[config.mk]
export PLATFORM = sky130hd
export DESIGN_NAME = rr_priority_arbiter
export DESIGN_NICKNAME = d
export VERILOG_FILES = /design/src/rtl/arb_pkg.sv /design/src/rtl/rr_pick.sv /design/src/rtl/rr_priority_arbiter.sv
export SDC_FILE = /design/constraint.sdc
export NUM_CORES = 1
export LEC_CHECK = 0
export CAP_MARGIN = 20
export CORE_MARGIN = 1.5
export CORE_UTILIZATION = 45
export CTS_BUF_LIST = sky130_fd_sc_hd__clkbuf_8
export DETAILED_ROUTE_END_ITERATION = 10
export HOLD_SLACK_MARGIN = 0.06
export PLACE_DENSITY = 0.77
export SYNTH_ARGS = -nofsm -noshare
export SYNTH_HDL_FRONTEND = slang
export SYNTH_HIERARCHICAL = 1
export SYNTH_SLANG_ARGS = --single-unit
export TNS_END_PERCENT = 1
[constraint.sdc]
create_clock -name clk -period 5.9 [get_ports clk]
set_input_delay 1.475 -clock clk [delete_from_list [all_inputs] [get_ports clk]]
set_output_delay 1.475 -clock clk [all_outputs]
set_load 0.05 [all_outputs]
[src/rtl/arb_pkg.sv]
// rtl/arb_pkg.sv - shared types and helpers for the round-robin / fixed-priority arbiter
//
// Purpose : arbitration mode and FSM state enums plus the index-width helper
//           used by rr_pick and rr_priority_arbiter.
// Ports   : none (package).

package arb_pkg;

  typedef enum logic {
    ARB_FIXED = 1'b0,
    ARB_RR    = 1'b1
  } arb_mode_e;

  typedef enum logic {
    IDLE  = 1'b0,
    GRANT = 1'b1
  } arb_state_e;

  // A single requester still needs a 1-bit index port.
  function automatic int clog2_min1(input int n);
    return (n <= 1) ? 1 : $clog2(n);
  endfunction

endpackage

[src/rtl/rr_pick.sv]
// rtl/rr_pick.sv - combinational first-set search, fixed-priority or rotated
//
// Purpose : picks one set bit of i_vec.
//             fixed mode : highest set index wins, i_start_idx ignored.
//             rr mode    : first set bit at or after i_start_idx, ascending,
//                          wrapping modulo NUM_REQ.
// Ports   : i_vec        [NUM_REQ-1:0] candidate vector
//           i_start_idx  [IDX_W-1:0]   first index examined in rr mode (< NUM_REQ)
//           i_fixed_mode               1 = fixed priority, 0 = rotated search
//           o_found                    some bit of i_vec is set
//           o_idx        [IDX_W-1:0]   winning index (0 when nothing found)
//           o_onehot     [NUM_REQ-1:0] one-hot of o_idx, zero when nothing found

module rr_pick
  import arb_pkg::*;
#(
  parameter  int NUM_REQ = 8,
  localparam int IDX_W   = clog2_min1(NUM_REQ)
) (
  input  logic [NUM_REQ-1:0] i_vec,
  input  logic [IDX_W-1:0]   i_start_idx,
  input  logic               i_fixed_mode,
  output logic               o_found,
  output logic [IDX_W-1:0]   o_idx,
  output logic [NUM_REQ-1:0] o_onehot
);

  logic [NUM_REQ-1:0] w_rot;
  int                 w_sum;

  // Rotate right by the start index so bit j of w_rot is requester
  // (start + j) mod NUM_REQ; the lowest set bit of w_rot is then the winner.
  assign w_rot = NUM_REQ'({i_vec, i_vec} >> i_start_idx);

  always_comb begin
    o_found  = 1'b0;
    o_idx    = '0;
    o_onehot = '0;
    w_sum    = 0;
    if (i_fixed_mode) begin
      // Ascending scan, so the last hit written is the highest index.
      for (int i = 0; i < NUM_REQ; i++) begin
        if (i_vec[i]) begin
          o_found = 1'b1;
          o_idx   = IDX_W'(i);
        end
      end
    end else begin
      // Descending scan, so the last hit written is the lowest rotated offset.
      for (int j = NUM_REQ - 1; j >= 0; j--) begin
        if (w_rot[j]) begin
          o_found = 1'b1;
          w_sum   = int'(i_start_idx) + j;
        end
      end
      // start < NUM_REQ and offset < NUM_REQ, so one subtraction suffices
      // and no out-of-range index can appear for non-power-of-2 sizes.
      if (w_sum >= NUM_REQ) begin
        w_sum = w_sum - NUM_REQ;
      end
      o_idx = IDX_W'(w_sum);
    end
    for (int i = 0; i < NUM_REQ; i++) begin
      o_onehot[i] = o_found && (o_idx == IDX_W'(i));
    end
  end

endmodule

[src/rtl/rr_priority_arbiter.sv]
// rtl/rr_priority_arbiter.sv - registered N-way arbiter with valid/ready grant handshake
//
// Purpose : arbitrates a level request vector onto one shared resource.
//           MODE selects fixed priority (highest index) or round robin.
//           A presented grant is frozen until the consumer accepts it; on
//           acceptance the just-granted requester is masked out so a new
//           grant can follow in the same cycle.
// Ports   : clk                      rising-edge clock
//           rst_n                    asynchronous active-low reset
//           req        [NUM_REQ-1:0] request vector, bit i = requester i
//           gnt_valid                grant presented
//           gnt_ready                consumer accepts the grant
//           gnt_idx    [IDX_W-1:0]   granted requester index
//           gnt_onehot [NUM_REQ-1:0] one-hot of gnt_idx, zero when no grant

module rr_priority_arbiter
  import arb_pkg::*;
#(
  parameter  int        NUM_REQ = 8,
  parameter  arb_mode_e MODE    = ARB_RR,
  localparam int        IDX_W   = clog2_min1(NUM_REQ)
) (
  input  logic               clk,
  input  logic               rst_n,
  input  logic [NUM_REQ-1:0] req,
  output logic               gnt_valid,
  input  logic               gnt_ready,
  output logic [IDX_W-1:0]   gnt_idx,
  output logic [NUM_REQ-1:0] gnt_onehot
);

  localparam logic [IDX_W-1:0] LAST_IDX = IDX_W'(NUM_REQ - 1);

  arb_state_e         r_state;
  arb_state_e         w_state_nxt;
  logic               r_valid;
  logic               w_valid_nxt;
  logic [IDX_W-1:0]   r_idx;
  logic [IDX_W-1:0]   w_idx_nxt;
  logic [NUM_REQ-1:0] r_onehot;
  logic [NUM_REQ-1:0] w_onehot_nxt;
  logic [IDX_W-1:0]   r_ptr;
  logic [IDX_W-1:0]   w_ptr_nxt;

  logic               w_handshake;
  logic [IDX_W-1:0]   w_base_ptr;
  logic [IDX_W-1:0]   w_start;
  logic [NUM_REQ-1:0] w_pick_vec;
  logic               w_found;
  logic [IDX_W-1:0]   w_pick_idx;
  logic [NUM_REQ-1:0] w_pick_onehot;

  assign w_handshake = (r_state == GRANT) && gnt_ready;

  // On a handshake the pointer moves to the index just granted, and the
  // follow-on pick in that same cycle must already use the moved pointer.
  assign w_base_ptr = (w_handshake && (MODE == ARB_RR)) ? r_idx : r_ptr;
  assign w_start    = (w_base_ptr == LAST_IDX) ? '0 : (w_base_ptr + 1'b1);

  // In GRANT the current winner is excluded so it cannot win twice in a row.
  assign w_pick_vec = (r_state == GRANT) ? (req & ~r_onehot) : req;

  rr_pick #(
    .NUM_REQ (NUM_REQ)
  ) u_pick (
    .i_vec        (w_pick_vec),
    .i_start_idx  (w_start),
    .i_fixed_mode (MODE == ARB_FIXED),
    .o_found      (w_found),
    .o_idx        (w_pick_idx),
    .o_onehot     (w_pick_onehot)
  );

  always_ff @(posedge clk or negedge rst_n) begin
    if (!rst_n) begin
      r_state  <= IDLE;
      r_valid  <= 1'b0;
      r_idx    <= '0;
      r_onehot <= '0;
      r_ptr    <= LAST_IDX;
    end else begin
      r_state  <= w_state_nxt;
      r_valid  <= w_valid_nxt;
      r_idx    <= w_idx_nxt;
      r_onehot <= w_onehot_nxt;
      r_ptr    <= w_ptr_nxt;
    end
  end

  always_comb begin
    w_state_nxt  = r_state;
    w_valid_nxt  = r_valid;
    w_idx_nxt    = r_idx;
    w_onehot_nxt = r_onehot;
    w_ptr_nxt    = r_ptr;
    case (r_state)
      IDLE: begin
        if (w_found) begin
          w_state_nxt  = GRANT;
          w_valid_nxt  = 1'b1;
          w_idx_nxt    = w_pick_idx;
          w_onehot_nxt = w_pick_onehot;
        end
      end
      GRANT: begin
        // Without ready the grant is frozen; req changes are ignored.
        if (gnt_ready) begin
          w_ptr_nxt = w_base_ptr;
          if (w_found) begin
            w_idx_nxt    = w_pick_idx;
            w_onehot_nxt = w_pick_onehot;
          end else begin
            w_state_nxt  = IDLE;
            w_valid_nxt  = 1'b0;
            w_onehot_nxt = '0;
          end
        end
      end
      default: begin
        w_state_nxt  = IDLE;
        w_valid_nxt  = 1'b0;
        w_onehot_nxt = '0;
      end
    endcase
  end

  assign gnt_valid  = r_valid;
  assign gnt_idx    = r_idx;
  assign gnt_onehot = r_onehot;

endmodule

==> key figures <==
Status
  • Status: finished, final reports clean

Logic synthesis
  • Most frequent cells after synthesis: 15 x mux2i_1, 15 x o21ai_0, 13 x dfrtp_1, 11 x nor2_1, 9 x inv_1
  • Largest cells by area after synthesis: dfrtp_1 15%, mux2i_1 7.1%, mux4_2 6.4%, dfstp_2 3.7%, mux2_4 3.5%
  • Yosys warning total: 6
  • Predominant post-synthesis flop cell: dfrtp_1
  • Post-synthesis register bit count: 16
  • Post-synth ARST share: 100%
  • Cell taking the most area after synthesis: dfrtp_1
  • Syn_area_per_cell: approximately 9.5 sq um
  • EDFF count, synth: 0
  • Synth unique cells: between 60 and 70
  • Mapped Area: around 2100 sq um
  • Synth Instances: 224
  • Seq/Total Area, Yosys: a little under a fifth
  • Yosys top cell area share: ~15%

Min path
  • End of the worst hold path: gnt_valid$_DFFE_PN0P_
  • Hold_sp: gnt_valid$_DFFE_PN0P_
  • Kind of path behind the tightest hold check: reg2reg
  • Hold depth: 2

Timing
  • Final-report max-slew violation count: 0
  • Final Critical Period: around 5.2 ns
  • Slew headroom: between 50% and 60%
  • Fin Clk Skew: about 0.0096 ns
  • RSZ-0062 raised after global routing: false
  • Setup TNS: 0 ns
  • Fmax: about 190 MHz
  • Final WS setup: about 0.7 ns
  • Slew @ Worst Pin: between 0.7 and 0.8 ns
  • Final setup violation count: 0
  • Tcrit/Tclk final: 88.3%
  • Final-report hold violation count: 0

Clocking
  • H-tree depth: 1
  • CTS tree: done
  • Setup repair bufs after CTS: 0
  • Resized cells post-CTS: 0
  • CTS max path bufs: 2
  • CTS Hold Buffers Added: 0
  • Clock root buffer master: clkbuf_8
  • CTS Sinks: 16
  • CTS Buf Count: 3
  • Worst-Skew Late Latency: about 0.25 ns
  • CTS clock-pin slew for the worst setup and hold paths: roughly 0.070 ns

Global route
  • First-pass GRT wire length: 9260 um
  • Largest net degree at the start of global routing: 22
  • Busiest metal layer after global routing: met2
  • Total gr overflow: 0
  • Gr usage total: 22.4%
  • Met3 Use GR: between 3 and 4%
  • Vias in the first global route: 1844
  • Antenna violations before repair: 0
  • Routing usage on met1: 33.2%
  • Grt met2 use: between 30% and 40%

Floorplan
  • Die area: 5140 sq um
  • Placeable Area: ~4400 sq um
  • Die Wd: 71.7 um
  • Row count: 24
  • Initial Utilization: 47.7%
  • I/O pins: 23
  • Die H: between 70 and 80 um

Setup path
  • R2R Path End: gnt_onehot[3]$_DFFE_PN0P_
  • Flop2flop setup slack: 1.73 ns
  • Reg-to-reg startpoint: r_state$_DFF_PN0_
  • Crit path DAT: around 5.3 ns
  • Worst reg2reg path depth: 14
  • Worst setup EP type: flip-flop
  • Critical path required time: ~6.0 ns
  • Setup CP Type: in2reg
  • Startpoint Class: input pin
  • Crit Path Max Fanout: 9

Placed design
  • Gpl congestion: ~1
  • Place WS: between 0.5 and 0.6 ns
  • PortBufs: 22
  • Hpwl dp: around 4000 um

Finish
  • Nets@finish: 268
  • Layout cell share with drive strength beyond 1: 26.1%
  • Multi-input gate area: 1550 sq um
  • # fillers: about 400
  • FF/Latch Area: about 400 sq um
  • Area grow syn2layout: 15.4%
  • Ant diodes: 0

Route
  • Final ANT Viol Nets: 0
  • First drt pass iteration count: 4
  • Drt first-iter violations: around 180
  • Final WL: 5330 um
  • Vias/cell: between 6 and 7
  • Routed vias: about 1900
  • DRC viols: 0
  • Routed length per placed instance: ~17 um

Job
  • Max Cap Viol: 0
-- cell type report --
| cell class | instances | area share, % |
|---|---|---|
| multi-input cells | 184 | 63.3 |
| well taps | 52 | 2.66 |
| repair buffers | 39 | 14.2 |
| clock inverters | 1 | 0.153 |
| flip-flops and latches | 16 | 16.5 |
| clock buffers | 3 | 1.69 |
| inverters | 10 | 1.53 |
-- routing by layer --
metal	vias up	part of all wire, %
met3	8	5.7
li1	918	-
met1	930	46
met4	0	1.6
met5	-	0
met2	65	46
-- metrics by stage --
stage	util [%]	std cells	hold slack [ns]	cell area, sq um
floorplan	-	232	0.564	2150
global placement	54.1	301	0.527	2400
detailed placement	54.1	301	0.540	2400
CTS	55.1	305	0.554	2450
global route	55.1	305	0.585	2450
finish	55.1	305	0.551	2450
-- sequential cells by signal, summed over array words and instances, names as in the netlist --
name,count
gnt_onehot,8
r_ptr,3
r_state,1
gnt_valid,1
gnt_idx,3
-- how the worst max path moves through the flow --
stage | start | endpoint | slack [ns] | cells past startpoint
floorplan | gnt_ready | gnt_onehot[3]$_DFFE_PN0P_ | 1.31 | 15
global placement | gnt_ready | gnt_onehot[7]$_DFFE_PN0P_ | 0.50 | 13
detailed placement | gnt_ready | gnt_onehot[3]$_DFFE_PN0P_ | 0.51 | 13
CTS | gnt_ready | gnt_onehot[3]$_DFFE_PN0P_ | 0.74 | 13
global route | gnt_ready | gnt_onehot[5]$_DFFE_PN0P_ | 0.43 | 13
finish | gnt_ready | gnt_onehot[3]$_DFFE_PN0P_ | 0.69 | 15
-- critical path, cell delays in order --
cell and delay, ns:
clkdlybuf4s50_1 0.47, nand2_4 0.14, mux2_2 0.37, ha_1 0.22, xor2_1 0.47, buf_4 0.25
nand2b_1 0.06, a221oi_1 0.28, o21ai_0 0.21, a211oi_2 0.29, nor4_1 0.08, o32a_1 0.45
and3_1 0.25, a32oi_1 0.19, o21ai_0 0.11
-- logic make-up after synthesis --
group / synth area share [%]
AO/OA/AOI/OAI: 26.5
AND/OR/NAND/NOR: 20.0
multiplexers: 22.8
buffers and inverters: 9.37
flip-flops: 19.0
adder cells (fa/ha/maj): 1.77
other: 0.177
XOR/XNOR: 0.413
-- layout by cell type (no fill, tap or decap), types with 3 or more instances in the layout --
| cell | Yosys | final |
|---|---|---|
| a211oi_1 | 4 | 4 |
| a21boi_0 | 8 | 8 |
| a21oi_1 | 8 | 8 |
| a32oi_1 | 8 | 8 |
| buf_4 | 3 | 17 |
| clkbuf_8 | 0 | 3 |
| clkdlybuf4s50_1 | 0 | 22 |
| conb_1 | 1 | 9 |
| dfrtp_1 | 13 | 13 |
| dfstp_2 | 3 | 3 |
| ha_1 | 3 | 3 |
| inv_1 | 9 | 10 |
| mux2_2 | 5 | 5 |
| mux2_4 | 5 | 5 |
| mux2i_1 | 15 | 15 |
| mux4_2 | 6 | 6 |
| nand2_1 | 7 | 7 |
| nand2b_1 | 6 | 6 |
| nand3_1 | 6 | 6 |
| nor2_1 | 11 | 11 |
| nor3_1 | 4 | 4 |
| nor3b_2 | 4 | 4 |
| nor4_1 | 3 | 3 |
| o21ai_0 | 15 | 15 |
| o21ai_1 | 3 | 3 |
| o32a_1 | 3 | 3 |
| o32ai_1 | 3 | 3 |
Power is left out: the tool's default activity adds up to more than one toggle a clock period on the data nets, which glitch-free logic cannot reach.
